**src/rtl/mac_pkg.sv**
```systemverilog
// Shared widths, FSM encoding and operand-extension helper for the mac_acc slice.
package mac_pkg;

  localparam int OP_W      = 8;
  localparam int PROD_W    = 16;
  localparam int SUM_W     = 20;
  localparam int MAX_TERMS = 16;
  localparam int MAX_DOTS  = 2048;
  localparam int TERM_W    = $clog2(MAX_TERMS);
  localparam int DOT_W     = $clog2(MAX_DOTS);

  typedef enum logic [1:0] {
    IDLE  = 2'd0,
    RUN   = 2'd1,
    DRAIN = 2'd2,
    DONE  = 2'd3
  } state_t;

  // Widen a product to accumulator width; sign-extends only when sgn is set.
  function automatic logic [SUM_W-1:0] ext_prod(input logic [PROD_W-1:0] p, input logic sgn);
    return {{(SUM_W-PROD_W){sgn & p[PROD_W-1]}}, p};
  endfunction

endpackage

```
**src/rtl/mac_mul.sv**
```systemverilog
// Stage 1 of the MAC pipeline: registered product plus last-term tag.
// MAC_ACC_SIGNED_EN selects two's-complement operands; default is unsigned.
module mac_mul
  import mac_pkg::*;
(
  input  logic              clk,
  input  logic              rst,
  input  logic              accept,
  input  logic              last_in,
  input  logic [OP_W-1:0]   a_data,
  input  logic [OP_W-1:0]   b_data,
  output logic [PROD_W-1:0] prod_q,
  output logic              vld_q,
  output logic              last_q
);

  logic [PROD_W-1:0] prod_d;
  logic              vld_d;
  logic              last_d;
  logic [PROD_W-1:0] a_ext;
  logic [PROD_W-1:0] b_ext;

  always_comb begin
`ifdef MAC_ACC_SIGNED_EN
    a_ext = {{(PROD_W-OP_W){a_data[OP_W-1]}}, a_data};
    b_ext = {{(PROD_W-OP_W){b_data[OP_W-1]}}, b_data};
`else
    a_ext = {{(PROD_W-OP_W){1'b0}}, a_data};
    b_ext = {{(PROD_W-OP_W){1'b0}}, b_data};
`endif
    prod_d = prod_q;
    if (accept) prod_d = a_ext * b_ext;
    vld_d  = accept;
    last_d = accept & last_in;
  end

  always_ff @(posedge clk or posedge rst) begin
    if (rst) begin
      prod_q <= '0;
      vld_q  <= 1'b0;
      last_q <= 1'b0;
    end else begin
      prod_q <= prod_d;
      vld_q  <= vld_d;
      last_q <= last_d;
    end
  end

endmodule

```
**src/rtl/mac_acc.sv**
```systemverilog
// Dot-product accumulator: run sequencing, term/dot counters and stage-2 accumulate.
// MAC_ACC_SIGNED_EN switches to two's-complement arithmetic; default build is unsigned.
//
// state | meaning
// IDLE  | waiting for start, beats ignored
// RUN   | accepting beats until K_TERMS*N_DOTS have been taken
// DRAIN | no more beats; waiting for the final web to leave the pipeline
// DONE  | one-cycle done pulse, start ignored
module mac_acc
  import mac_pkg::*;
#(
  parameter int K_TERMS = 8,
  parameter int N_DOTS  = 64
) (
  input  logic             clk,
  input  logic             rst,
  input  logic             start,
  input  logic             in_valid,
  input  logic [OP_W-1:0]  a_data,
  input  logic [OP_W-1:0]  b_data,
  output logic [SUM_W-1:0] sum,
  output logic             web,
  output logic             busy,
  output logic             done
);

`ifdef MAC_ACC_SIGNED_EN
  localparam logic SIGNED_EN = 1'b1;
`else
  localparam logic SIGNED_EN = 1'b0;
`endif

  state_t             state_q, state_d;
  logic [TERM_W-1:0]  term_q, term_d;
  logic [DOT_W-1:0]   dot_q, dot_d;
  logic [SUM_W-1:0]   acc_q, acc_d;
  logic [SUM_W-1:0]   sum_q, sum_d;
  logic               web_q, web_d;
  logic               busy_q, busy_d;
  logic               done_q, done_d;

  logic               accept;
  logic               last_term;
  logic               last_dot;
  logic [PROD_W-1:0]  prod;
  logic               prod_vld;
  logic               prod_last;
  logic [SUM_W-1:0]   prod_ext;

  assign accept    = (state_q == RUN) && in_valid;
  assign last_term = (term_q == TERM_W'(K_TERMS - 1));
  assign last_dot  = (dot_q == DOT_W'(N_DOTS - 1));

  mac_mul u_mul (
    .clk     (clk),
    .rst     (rst),
    .accept  (accept),
    .last_in (last_term),
    .a_data  (a_data),
    .b_data  (b_data),
    .prod_q  (prod),
    .vld_q   (prod_vld),
    .last_q  (prod_last)
  );

  assign prod_ext = ext_prod(prod, SIGNED_EN);

  always_comb begin
    state_d = state_q;
    term_d  = term_q;
    dot_d   = dot_q;
    case (state_q)
      IDLE: begin
        if (start) begin
          state_d = RUN;
          term_d  = '0;
          dot_d   = '0;
        end
      end
      RUN: begin
        if (accept) begin
          if (last_term) begin
            term_d = '0;
            if (last_dot) begin
              dot_d   = '0;
              state_d = DRAIN;
            end else begin
              dot_d = dot_q + DOT_W'(1);
            end
          end else begin
            term_d = term_q + TERM_W'(1);
          end
        end
      end
      // An older web can still be visible here when K_TERMS is 1, so also
      // require stage 1 to be empty before declaring the run finished.
      DRAIN:   if (web_q && !prod_vld) state_d = DONE;
      DONE:    state_d = IDLE;
      default: state_d = IDLE;
    endcase

    acc_d = acc_q;
    sum_d = sum_q;
    web_d = 1'b0;
    if (prod_vld) begin
      if (prod_last) begin
        sum_d = acc_q + prod_ext;
        acc_d = '0;
        web_d = 1'b1;
      end else begin
        acc_d = acc_q + prod_ext;
      end
    end

    busy_d = (state_d == RUN) || (state_d == DRAIN);
    done_d = (state_d == DONE);
  end

  always_ff @(posedge clk or posedge rst) begin
    if (rst) begin
      state_q <= IDLE;
      term_q  <= '0;
      dot_q   <= '0;
      acc_q   <= '0;
      sum_q   <= '0;
      web_q   <= 1'b0;
      busy_q  <= 1'b0;
      done_q  <= 1'b0;
    end else begin
      state_q <= state_d;
      term_q  <= term_d;
      dot_q   <= dot_d;
      acc_q   <= acc_d;
      sum_q   <= sum_d;
      web_q   <= web_d;
      busy_q  <= busy_d;
      done_q  <= done_d;
    end
  end

  assign sum  = sum_q;
  assign web  = web_q;
  assign busy = busy_q;
  assign done = done_q;

endmodule

```
**config.mk**
```make
export PLATFORM = sky130hd
export DESIGN_NAME = mac_acc
export DESIGN_NICKNAME = d
export VERILOG_FILES = /design/src/rtl/mac_pkg.sv /design/src/rtl/mac_mul.sv /design/src/rtl/mac_acc.sv
export SDC_FILE = /design/constraint.sdc
export NUM_CORES = 1
export LEC_CHECK = 0
export BUFFER_PORTS_ARGS = -buffer_cell sky130_fd_sc_hd__buf_2
export CAP_MARGIN = 40
export CELL_PAD_IN_SITES_DETAIL_PLACEMENT = 0
export CELL_PAD_IN_SITES_GLOBAL_PLACEMENT = 1
export CORE_UTILIZATION = 48
export DETAILED_ROUTE_END_ITERATION = 8
export PLACE_DENSITY = 0.79
export REMOVE_ABC_BUFFERS = 1
export SLEW_MARGIN = 10
export SYNTH_ARGS = -nofsm -noshare
export SYNTH_HDL_FRONTEND = slang
export SYNTH_SLANG_ARGS = --single-unit
export TNS_END_PERCENT = 5
```
**constraint.sdc**
```tcl
create_clock -name clk -period 3.1 [get_ports clk]
set_clock_uncertainty 0.15 [all_clocks]
set_input_delay 0.31 -clock clk [delete_from_list [all_inputs] [get_ports clk]]
set_output_delay 0.31 -clock clk [all_outputs]
set_load 0.03 [all_outputs]
```
Word level (Yosys, flattened, before mapping)
Index checks and enable logic that the tools add are counted.

word-level totals
  bits of input ports = 20
  output and inout port bits = 23
  register bits after elaboration = 78

cells by class
  mux-type cells = 18
  $add $sub $neg = 3
  bitwise operators = 1
  eq/ne operators = 11
  $mul = 1
  reduce and logical (&&, ||, !) cells = 9

operators with widths
  cell                   number
  $mux 11                4
  $pmux 11 s2            1
  $add 20x16->20         1
  $mux 20                1
  $mul 8x8->16           1
  $mux 4                 3
  $add 11x1->11 const B  1
  $eq 11x6->1 const B    1
  $mux 2                 5
  $eq 2x2->1 const B     4
  $pmux 2 s4             1
  $pmux 4 s2             1
  $add 4x1->4 const B    1
  $eq 2x1->1 const B     2
  $eq 4x3->1 const B     1
  $ne 2x1->1 const B     2
  $reduce_and 4->1       1
  $reduce_and 3->1       1
  $logic_and 1x1->1      2
  $logic_not 2->1        1
  $mux 1                 2
  $ne 2x2->1 const B     1
  $reduce_and 2->1       1
  $reduce_bool 2->1      1
  3 further kinds        3

Depth between registers and ports, before layout
Gate-level depths: netlist of run 1.

  word-level depth = 7
  gate-level depth with buffers = 17
  mapped depth without buffers = 17

Modules after synthesis
Synthesis of run 1 repeated with hierarchy kept, for this count alone.

unflattened totals
  cells, all modules = 632
  area, all modules = 6093.3 sq um

modules (own cells, without submodules)
  module   area each (sq um)  instances  cells an instance  sequential area each (sq um)
  mac_acc  3343.2             1          350                1501.4
  mac_mul  2750.1             1          282                450.4

Worst setup path after synthesis of run 1
OpenSTA, ideal clock, no wires.

  path kind = input to register
  start = input port a_data[1]
  end = register u_mul.prod_q[13]
  stages on the path = 15
  path buffers = 0
  data required time = 2.817 ns
  setup slack = -1.222 ns
  library setup time = 0.133 ns
  data arrival time = 4.038 ns
  path through = and2_1 fa_1 fa_1 fa_1 inv_1 fa_1 inv_1 ha_1 or2_2 a21oi_1 o21bai_1 o21ai_0 a21oi_1 xor2_1 o21ai_0

on the way
  word-level cells in the longest chain between the ends = 1

RTL lines
  element               RTL line       source
  start, declared       mac_acc.sv:19  input logic [OP_W-1:0] a_data,
  $mul 8x8->16          mac_mul.sv:32  if (accept) prod_d = a_ext * b_ext;
  end signal, assigned  mac_mul.sv:43  prod_q <= prod_d;
  end, declared         mac_mul.sv:12  output logic [PROD_W-1:0] prod_q,

Every way passes these cells.
A chain may end at the register's enable or synchronous reset.

Final worst setup path of run 1
  start = input port a_data[6]
  end = register u_mul.prod_q[12]

Same word-level chain as after synthesis.

==> results of run 1 <==
## critical path, cell delays in order
cell and delay [ns]:
buf_4 0.13, and2_4 0.14, fa_1 0.56, fa_1 0.43, fa_1 0.51, inv_2 0.04
fa_1 0.47, inv_1 0.05, ha_2 0.18, or3_4 0.41, o21ba_4 0.25, o31ai_4 0.07
xor2_1 0.16, mux2_4 0.26
## metrics by stage
| stage | hold slack [ns] | setup WS (ns) |
|---|---|---|
| after global routing | 0.2424 | -0.8885 |
| after floorplan | 0.2960 | -1.238 |
| final | 0.2165 | -0.7869 |
| after detailed placement | 0.1897 | -1.476 |
| after CTS | 0.2100 | -0.7746 |
| after global placement | 0.1874 | -1.390 |
## power breakdown
group	internal [mW]	switching [mW]
combinational	1.74	2.07
clock	0.790	0.431
sequential	1.37	0.239
total	3.90	2.74
## registers in the layout, indices dropped and copies added, names as in the netlist
register,cells
acc_q,20
sum,20
u_mul.prod_q,16
dot_q,11
term_q,4
state_q,2
busy,1
done,1
u_mul.last_q,1
u_mul.vld_q,1
web,1
## metal layers
metal  share of wire  wire length, um  track usage
met3           0.026              322      0.03188
met2            0.50             6208       0.3746
met1            0.46             5746       0.2787
met5               0                0            0
met4           0.015              181      0.05702
## cell usage after synthesis, types with 12 or more instances
| library cell | n |
|---|---|
| a21oi_1 | 29 |
| and2_1 | 43 |
| dfrtp_1 | 78 |
| fa_1 | 37 |
| ha_1 | 55 |
| inv_1 | 74 |
| nand2_1 | 80 |
| nor2_1 | 24 |
| o21ai_0 | 43 |
| o22ai_1 | 13 |
| xnor2_1 | 19 |
| xor2_1 | 12 |
## worst max-delay path by stage
stage | from | to
after global placement | b_data[7] | u_mul.prod_q[13]
after floorplan | a_data[1] | u_mul.prod_q[13]
after detailed placement | a_data[2] | u_mul.prod_q[13]
after global routing | b_data[5] | u_mul.prod_q[13]
after CTS | b_data[5] | u_mul.prod_q[12]
final | a_data[6] | u_mul.prod_q[12]
## layout make-up
class | count | share of cell area
multi-input combinational | 466 | 0.5217
sequential | 78 | 0.2640
timing repair buffer | 101 | 0.1012
inverter | 74 | 0.03775
clock buffer | 9 | 0.03047
tap | 168 | 0.02844
clock inverter | 7 | 0.01642
## cell families (layout without fill, tap and decap cells)
kind of cell	count (synthesis)	in the layout	share of synthesized area
buffers and inverters	87	191	0.05566
xor gates and xnor gates	31	31	0.04558
DFF	78	78	0.3277
muxes	12	12	0.02226
and+or+nand+nor	194	194	0.1605
adders and majority gates	92	92	0.2399
AOI/OAI and AO/OA	137	137	0.1485
## timing repair
action | in CTS | in global routing
pin swaps | 38 | 1
buffers inserted | 6 | 0
hold buffers | 1 | 0
endpoints found under the setup margin | 11 | 11
endpoints found under the hold margin | 26 | 0
gates resized for setup | 78 | 5
==> results.yml, run 1 <==
status:
  status: "finished with violations"
  failed_checks: "setup timing"
critical_path:
  end_kind: "flop"
  path_class: "input port to flop"
  r2r_cells: 8
  rrSetupSlack_ns: 0.35
  worstPathArrival_ns: 3.95
  r2r-end: "acc_q[12]"
  required_ns: 3.17
  path_max_fanout: 4
  start_kind: "input port"
  timing.rr.start: "acc_q[0]"
final_layout:
  utilization: 0.6129
  n_antenna_cell: 0
  final_cell_mix: "dfrtp_1 (78), nand2_1 (76), inv_1 (67)"
  layout.nets: 842
  final_common_cell: "dfrtp_1"
  design_area_um2: 7392
  fill_cells: 1024
  multi_input_area_um2: 3856
  area_growth_pct: 24.09
  layout-drive-gt1-share: 0.2599
  seq_area_um2: 1952
  finalNonFillerCells: 903
sta:
  hold_viol_final: 0
  fmax_ghz: 0.2573
  min_period_over_period: 1.254
  fin_tns_setup_ns: -5.964
  report.final.slew_viol_count: 0
  relSlewSlack: 0.6568
  finalCriticalPeriod_ns: 3.887
  grt_setup_unrepaired: "true"
  fin_ws_ns: -0.7869
  tightest_slew_ns: 0.5135
  setup_viol_count_final: 10
placement:
  place_hpwl_um: 9671
  placed_cell_area_um2: 6715
  dp.cells: 880
  numPortBuffers: 42
  gp_congestion: 0.8938
pwr:
  vdd_drop_max_mv: 0.3498
  leakagePower_nw: 3.686
  cellPowerDensity_nw_per_um2: 897.7
  p_total_mw: 6.636
grt:
  grt_pass1_wl_um: 22040
  overflow: 0
  grt_pass1_vias: 4743
  antenna_found_initial: 0
  track_usage: 0.2144
  grt_max_degree: 33
detailed_routing:
  dr.pass1.iters: 5
  drt-total-wl_um: 12460
  dr.first_iter.drc_count: 161
  post-route-drc-count: 0
  drtAntennaViolNets: 0
  num_vias: 4633
  wl_per_cell_um: 13.80
  vias_per_cell: 5.131
logic_synthesis:
  avgSynthCellArea_um2: 9.441
  synth_top_cell_by_area: "dfrtp_1"
  synth-main-ff-cell: "dfrtp_1"
  synth_top_area_frac: 0.3277
  yosysWarnings: 0
  synth_area_leaders: "dfrtp_1 (33%), fa_1 (12%), ha_1 (12%)"
  ys_seq_area_frac: 0.3277
  netlist_instances: 631
  netlist_area_um2: 5957
  async_flop_share: 1.000
  ys_ff_latch: 78
  synth_edf_count: 0
  yosys.cell_types.count: 55
floorplanning:
  initial_core_util: 0.4939
  coreArea_um2: 12060
  rows: 40
  die-height_um: 113.4
  die_w_um: 113.4
  ioPinCount: 43
  dieArea_um2: 12860
worst_hold_path:
  hold_end: "state_q[0]"
  hold_path_class: "input port to flop"
  min-delay-start: "start"
  hold_depth: 4
run:
  drv_cap: 0
cts:
  cts_tree: "built"
  clk_path_buf_depth: 2
  cts_num_sinks: 78
  numCtsBuffers: 9
  htreeDepth: 3
  clkTransAtPathRegs_ns: 0.06
  ctsRootBufferMaster: "clkbuf_16"
  clock_latency_ns: 0.34
(Power assumes the default switching activity.)
==> run 2: changes to the inputs <==
--- a/config.mk
+++ b/config.mk
@@ -16,5 +16,6 @@
 export SLEW_MARGIN = 10
 export SYNTH_ARGS = -nofsm -noshare
 export SYNTH_HDL_FRONTEND = slang
+export SYNTH_HIERARCHICAL = 1
 export SYNTH_SLANG_ARGS = --single-unit
 export TNS_END_PERCENT = 5
==> results.yml, run 2 <==
logic_synthesis:
  netlist_area_um2: 6093
  ys_ff_latch: 78
  synth.most_common_cell: "nand2_1"
  synth_top_cell_by_area: "dfrtp_1"
  yosys.cell_types.count: 64
  ys_seq_area_frac: 0.3203
  avgSynthCellArea_um2: 9.641
  synth_area_leaders: "dfrtp_1 (32%), fa_1 (12%), ha_1 (11%)"
  yosysWarnings: 6
  synth_top_area_frac: 0.3203
  synth_edf_count: 0
  synth-main-ff-cell: "dfrtp_1"
  async_flop_share: 1.000
  netlist_instances: 632
  yosys-top-cells-count: "nand2_1 (79), dfrtp_1 (78), inv_1 (69), ha_1 (55), and2_1 (47)"
grt:
  antenna_found_initial: 0
  grt_use_met3: 0.03017
  track_usage: 0.2133
  top_usage_layer: "met2"
  overflow: 0
  use_met1: 0.2850
  grt_use_met2: 0.3572
  grt_pass1_wl_um: 22190
  grt_max_degree: 29
  grt_pass1_vias: 4726
placement:
  numPortBuffers: 42
  place_hpwl_um: 10130
  gp_congestion: 0.8909
critical_path:
  end_kind: "flop"
  r2r_cells: 8
  r2r-end: "acc_q[18]"
  path_buf_inv: 5
  critPathMaxStageDelay_ns: 0.53
  required_ns: 3.19
  cp_cell_sequence: "buf_6 > and2_4 > fa_1 > inv_1 > fa_1 > inv_2 > fa_1 > inv_1 > fa_1 > inv_2 > ha_4 > o211ai_1 > a21oi_2 > o2111ai_2 > and3_4 > o31ai_2"
  worstPathArrival_ns: 3.86
  path_max_fanout: 4
  crit_family: "adder cells"
  cp_common_cell: "fa_1"
  timing.rr.start: "u_mul/prod_q[4]"
  slowest_stage: "fa_1"
  path_class: "input port to flop"
  rrSetupSlack_ns: 0.59
  start_kind: "input port"
detailed_routing:
  dr.pass1.iters: 4
  post-route-drc-count: 0
  dr.first_iter.drc_count: 261
  vias_per_cell: 5.268
  num_vias: 4694
  drtAntennaViolNets: 0
  wl_per_cell_um: 14.13
  drt-total-wl_um: 12590
pwr:
  leakagePower_nw: 3.620
  cellPowerDensity_nw_per_um2: 884.9
  vdd_drop_max_mv: 0.3493
  p_total_mw: 6.390
cts:
  clkTransAtPathRegs_ns: 0.07
  cts_num_sinks: 78
  clk_path_buf_depth: 2
  clock_latency_ns: 0.34
  ctsRootBufferMaster: "clkbuf_16"
  htreeDepth: 3
  cts_tree: "built"
  numCtsBuffers: 9
final_layout:
  n_antenna_cell: 0
  area_growth_pct: 18.50
  final_common_cell: "nand2_1"
  layout.nets: 830
  final_cell_mix: "nand2_1 (79), dfrtp_1 (78), inv_1 (61)"
  fill_cells: 1113
  layout-drive-gt1-share: 0.2310
sta:
  fin_ws_ns: -0.6666
  grt_setup_unrepaired: "true"
  fmax_ghz: 0.2655
  report.final.slew_viol_count: 0
  whs_ns: 0.1414
  relSlewSlack: 0.5488
  setup_viol_count_final: 10
  min_period_over_period: 1.215
  hold_viol_final: 0
  tightest_slew_ns: 0.6760
  finalCriticalPeriod_ns: 3.767
run:
  drv_cap: 0
floorplanning:
  ioPinCount: 43
  die-height_um: 114.7
  rows: 40
  dieArea_um2: 13150
  die_w_um: 114.7
  initial_core_util: 0.4990
  coreArea_um2: 12210
worst_hold_path:
  min-delay-start: "in_valid"
  hold_depth: 3
  hold_end: "term_q[1]"
  hold_path_class: "input port to flop"
status:
  status: "finished with violations"
  failed_checks: "setup timing"
[run 2: cell count changes after synthesis, moves of 5 or more]
cell	delta
a21o_1	+5
a21oi_1	-11
and3_1	+6
inv_1	-5
nand2b_1	-5
nand3_1	+7
o21ai_1	-7
o22ai_1	-12
o2bb2ai_1	+11
[run 2: final cells by class]
type | instances | area (um2) | area share
flip-flops and latches | 78 | 1952 | 0.2703
well taps | 168 | 210.2 | 0.02911
clock buffers | 9 | 225.2 | 0.03119
multi-input cells | 471 | 3936 | 0.5451
clock inverters | 7 | 48.80 | 0.006758
inverters | 71 | 266.5 | 0.03691
repair buffers | 87 | 581.8 | 0.08058
[run 2: worst max-delay path by stage]
stage | start | to | cells after the start
global route | b_data[2] | u_mul/prod_q[14] | 16
CTS | a_data[4] | u_mul/prod_q[14] | 16
finish | b_data[2] | u_mul/prod_q[13] | 16
global placement | a_data[3] | u_mul/prod_q[12] | 16
floorplan | a_data[3] | u_mul/prod_q[12] | 15
detailed placement | a_data[3] | u_mul/prod_q[10] | 16
[run 2: timing repair]
action | in CTS | in global routing
resized for setup | 33 | 3
pin swaps | 29 | 4
setup endpoints to repair | 11 | 11
endpoints found under the hold margin | 36 | 0
hold buffers | 1 | 0
setup buffers | 0 | 0
[run 2: worst register-to-register path, delay by kind of cell, from the launching register on]
family	cells	cell delay (ns)
adder cells (fa/ha/maj)	1	0.33
flip-flops	1	0.40
AO/OA/AOI/OAI	6	1.35
AND/OR/NAND/NOR	1	0.18
[run 2: kinds of logic after synthesis]
logic type               after synthesis  synth area share
AO/OA/AOI/OAI                        139            0.1620
AND/OR/NAND/NOR                      199            0.1632
adder cells (fa/ha/maj)               92            0.2345
multiplexers                          15           0.02875
flip-flops                            78            0.3203
XOR/XNOR                              26           0.03737
buffers and inverters                 83           0.05380
[run 2: power breakdown]
part	internal (mW)	total [mW]	switching (mW)
combinational	1.75	3.82	2.07
clock	0.541	0.961	0.420
sequential	1.37	1.61	0.244
[run 2: per-stage QoR]
step	TNS [ns]	worst slack (ns)	util	std cells	cell area [um2]
2_1_floorplan	-8.658	-1.028	-	620	6032
3_3_place_gp	-11.92	-1.226	0.5548	873	6775
3_5_place_dp	-12.83	-1.322	0.5565	874	6795
4_1_cts	-5.550	-0.6599	0.5905	891	7211
5_1_grt	-6.831	-0.8008	0.5913	891	7221
6_report	-5.620	-0.6666	0.5913	891	7221
[run 2: metal layers]
| metal | vias to the layer above | wire, um |
|---|---|---|
| met5 | - | 0 |
| met4 | 0 | 208 |
| met3 | 16 | 376 |
| met2 | 78 | 6008 |
| met1 | 2269 | 5993 |
| li1 | 2331 | - |
==> run 3: changes to the inputs <==
--- a/config.mk
+++ b/config.mk
@@ -9,9 +9,9 @@
 export CAP_MARGIN = 40
 export CELL_PAD_IN_SITES_DETAIL_PLACEMENT = 0
 export CELL_PAD_IN_SITES_GLOBAL_PLACEMENT = 1
-export CORE_UTILIZATION = 48
+export CORE_UTILIZATION = 50
 export DETAILED_ROUTE_END_ITERATION = 8
-export PLACE_DENSITY = 0.79
+export PLACE_DENSITY = 0.82
 export REMOVE_ABC_BUFFERS = 1
 export SLEW_MARGIN = 10
 export SYNTH_ARGS = -nofsm -noshare
==> constraint.sdc (replaced) <==
create_clock -name clk -period 4.8 [get_ports clk]
set_clock_uncertainty 0.15 [all_clocks]
set_input_delay 0.48 -clock clk [delete_from_list [all_inputs] [get_ports clk]]
set_output_delay 0.48 -clock clk [all_outputs]
set_load 0.03 [all_outputs]
==> results.yml, run 3 (synthesis results as in run 2) <==
critical_path:
  path_class: "input port to flop"
  r2r-end: "acc_q[18]"
  rrSetupSlack_ns: 2.24
  timing.rr.start: "acc_q[4]"
  worstPathArrival_ns: 4.36
  r2r_cells: 8
  path_max_fanout: 8
  required_ns: 4.87
  start_kind: "input port"
  end_kind: "flop"
cts:
  clk_path_buf_depth: 2
  ctsRootBufferMaster: "clkbuf_16"
  clock_latency_ns: 0.34
  clkTransAtPathRegs_ns: 0.06
  cts_hold_buf: 0
  cts_tree: "built"
  numCtsBuffers: 9
  cts_num_sinks: 78
  cts_resized: 0
  htreeDepth: 3
  post_cts_buffers: 0
run:
  drv_cap: 0
grt:
  overflow: 0
  grt_pass1_vias: 4501
  track_usage: 0.2076
  grt_max_degree: 61
  grt_pass1_wl_um: 21050
  antenna_found_initial: 0
floorplanning:
  coreArea_um2: 11660
  rows: 39
  ioPinCount: 43
  dieArea_um2: 12630
  initial_core_util: 0.5225
  die-height_um: 112.4
  die_w_um: 112.4
detailed_routing:
  post-route-drc-count: 0
  drtAntennaViolNets: 0
  wl_per_cell_um: 14.62
  vias_per_cell: 5.463
  dr.pass1.iters: 4
  dr.first_iter.drc_count: 255
  drt-total-wl_um: 12030
  num_vias: 4496
worst_hold_path:
  hold_path_class: "input port to async pin"
sta:
  whs_ns: 0.1090
  min_period_over_period: 0.8944
  relSlewSlack: 0.4833
  setup_viol_count_final: 0
  hold_viol_final: 0
  report.final.slew_viol_count: 0
  tightest_slew_ns: 0.7751
  fin_tns_setup_ns: 0
  grt_setup_unrepaired: "false"
  finalCriticalPeriod_ns: 4.293
  fmax_ghz: 0.2329
final_layout:
  final_cell_mix: "nand2_1 (79), dfrtp_1 (78), inv_1 (68)"
  layout.nets: 787
  fill_cells: 997
  seq_area_um2: 1952
  layout-drive-gt1-share: 0.1382
  multi_input_area_um2: 3814
  area_growth_pct: 10.86
  final_common_cell: "nand2_1"
  n_antenna_cell: 0
placement:
  numPortBuffers: 42
  gp_congestion: 0.8356
  place_hpwl_um: 9473
pwr:
  vdd_drop_max_mv: 0.2544
  leakagePower_nw: 3.416
  cellPowerDensity_nw_per_um2: 580.5
status:
  status: "complete, no violations"
run 3: cell types whose count changed in the layout (fill, tap and decap cells not counted), moves of 5 or more:
cell    previous run  this run
and2_4             7         0
buf_4             43         1
inv_1             61        68
ha_4               5         0
inv_2              9         2
ha_1              50        55
and2_1            40        47
run 3: layer usage:
layer | vias up | global-route usage | part of all wire
li1 | 2251 | - | -
met1 | 2137 | 0.2809 | 0.49
met2 | 94 | 0.3453 | 0.46
met3 | 14 | 0.02430 | 0.031
met4 | 0 | 0.07556 | 0.017
met5 | - | 0 | 0
run 3: worst max-delay path: stages:
cell	delay, ns
buf_2	0.14
and2_1	0.18
fa_1	0.53
inv_1	0.05
fa_1	0.47
inv_1	0.05
fa_1	0.53
inv_1	0.05
fa_1	0.53
inv_1	0.04
ha_1	0.35
a21oi_1	0.22
o211ai_2	0.17
a31oi_2	0.21
xnor2_1	0.09
mux2_4	0.26
run 3: cell type report:
class | instances | share of cell area
Timing Repair Buffer | 44 | 0.03630
Inverter | 71 | 0.03945
Clock buffer | 10 | 0.03390
Sequential cell | 78 | 0.2889
Clock inverter | 6 | 0.01037
Multi-Input combinational cell | 471 | 0.5645
Tap cell | 143 | 0.02649
run 3: worst max path at each step:
stage	slack, ns	to	from	cells after the start
after floorplan	0.50	u_mul/prod_q[12]	a_data[3]	15
after global placement	0.25	u_mul/prod_q[14]	a_data[3]	16
after detailed placement	0.15	u_mul/prod_q[14]	a_data[3]	16
after CTS	0.51	u_mul/prod_q[12]	a_data[3]	16
after global routing	0.30	u_mul/prod_q[12]	a_data[3]	16
final	0.51	u_mul/prod_q[12]	a_data[3]	16
run 3: report_power, final:
part	internal [mW]	switching, mW
sequential	0.882	0.163
combinational	0.936	1.27
clock	0.405	0.270
run 3: through the flow:
step	power (mW)	setup WS (ns)	utilization	instance area (um2)	std cells
6_report	3.922	0.5068	0.5792	6755	823
5_1_grt	4.272	0.2954	0.5792	6755	823
4_1_cts	3.955	0.5122	0.5792	6755	823
3_5_place_dp	3.257	0.1521	0.5536	6456	807
3_3_place_gp	3.192	0.2508	0.5512	6429	806
2_1_floorplan	2.774	0.5022	-	6032	620
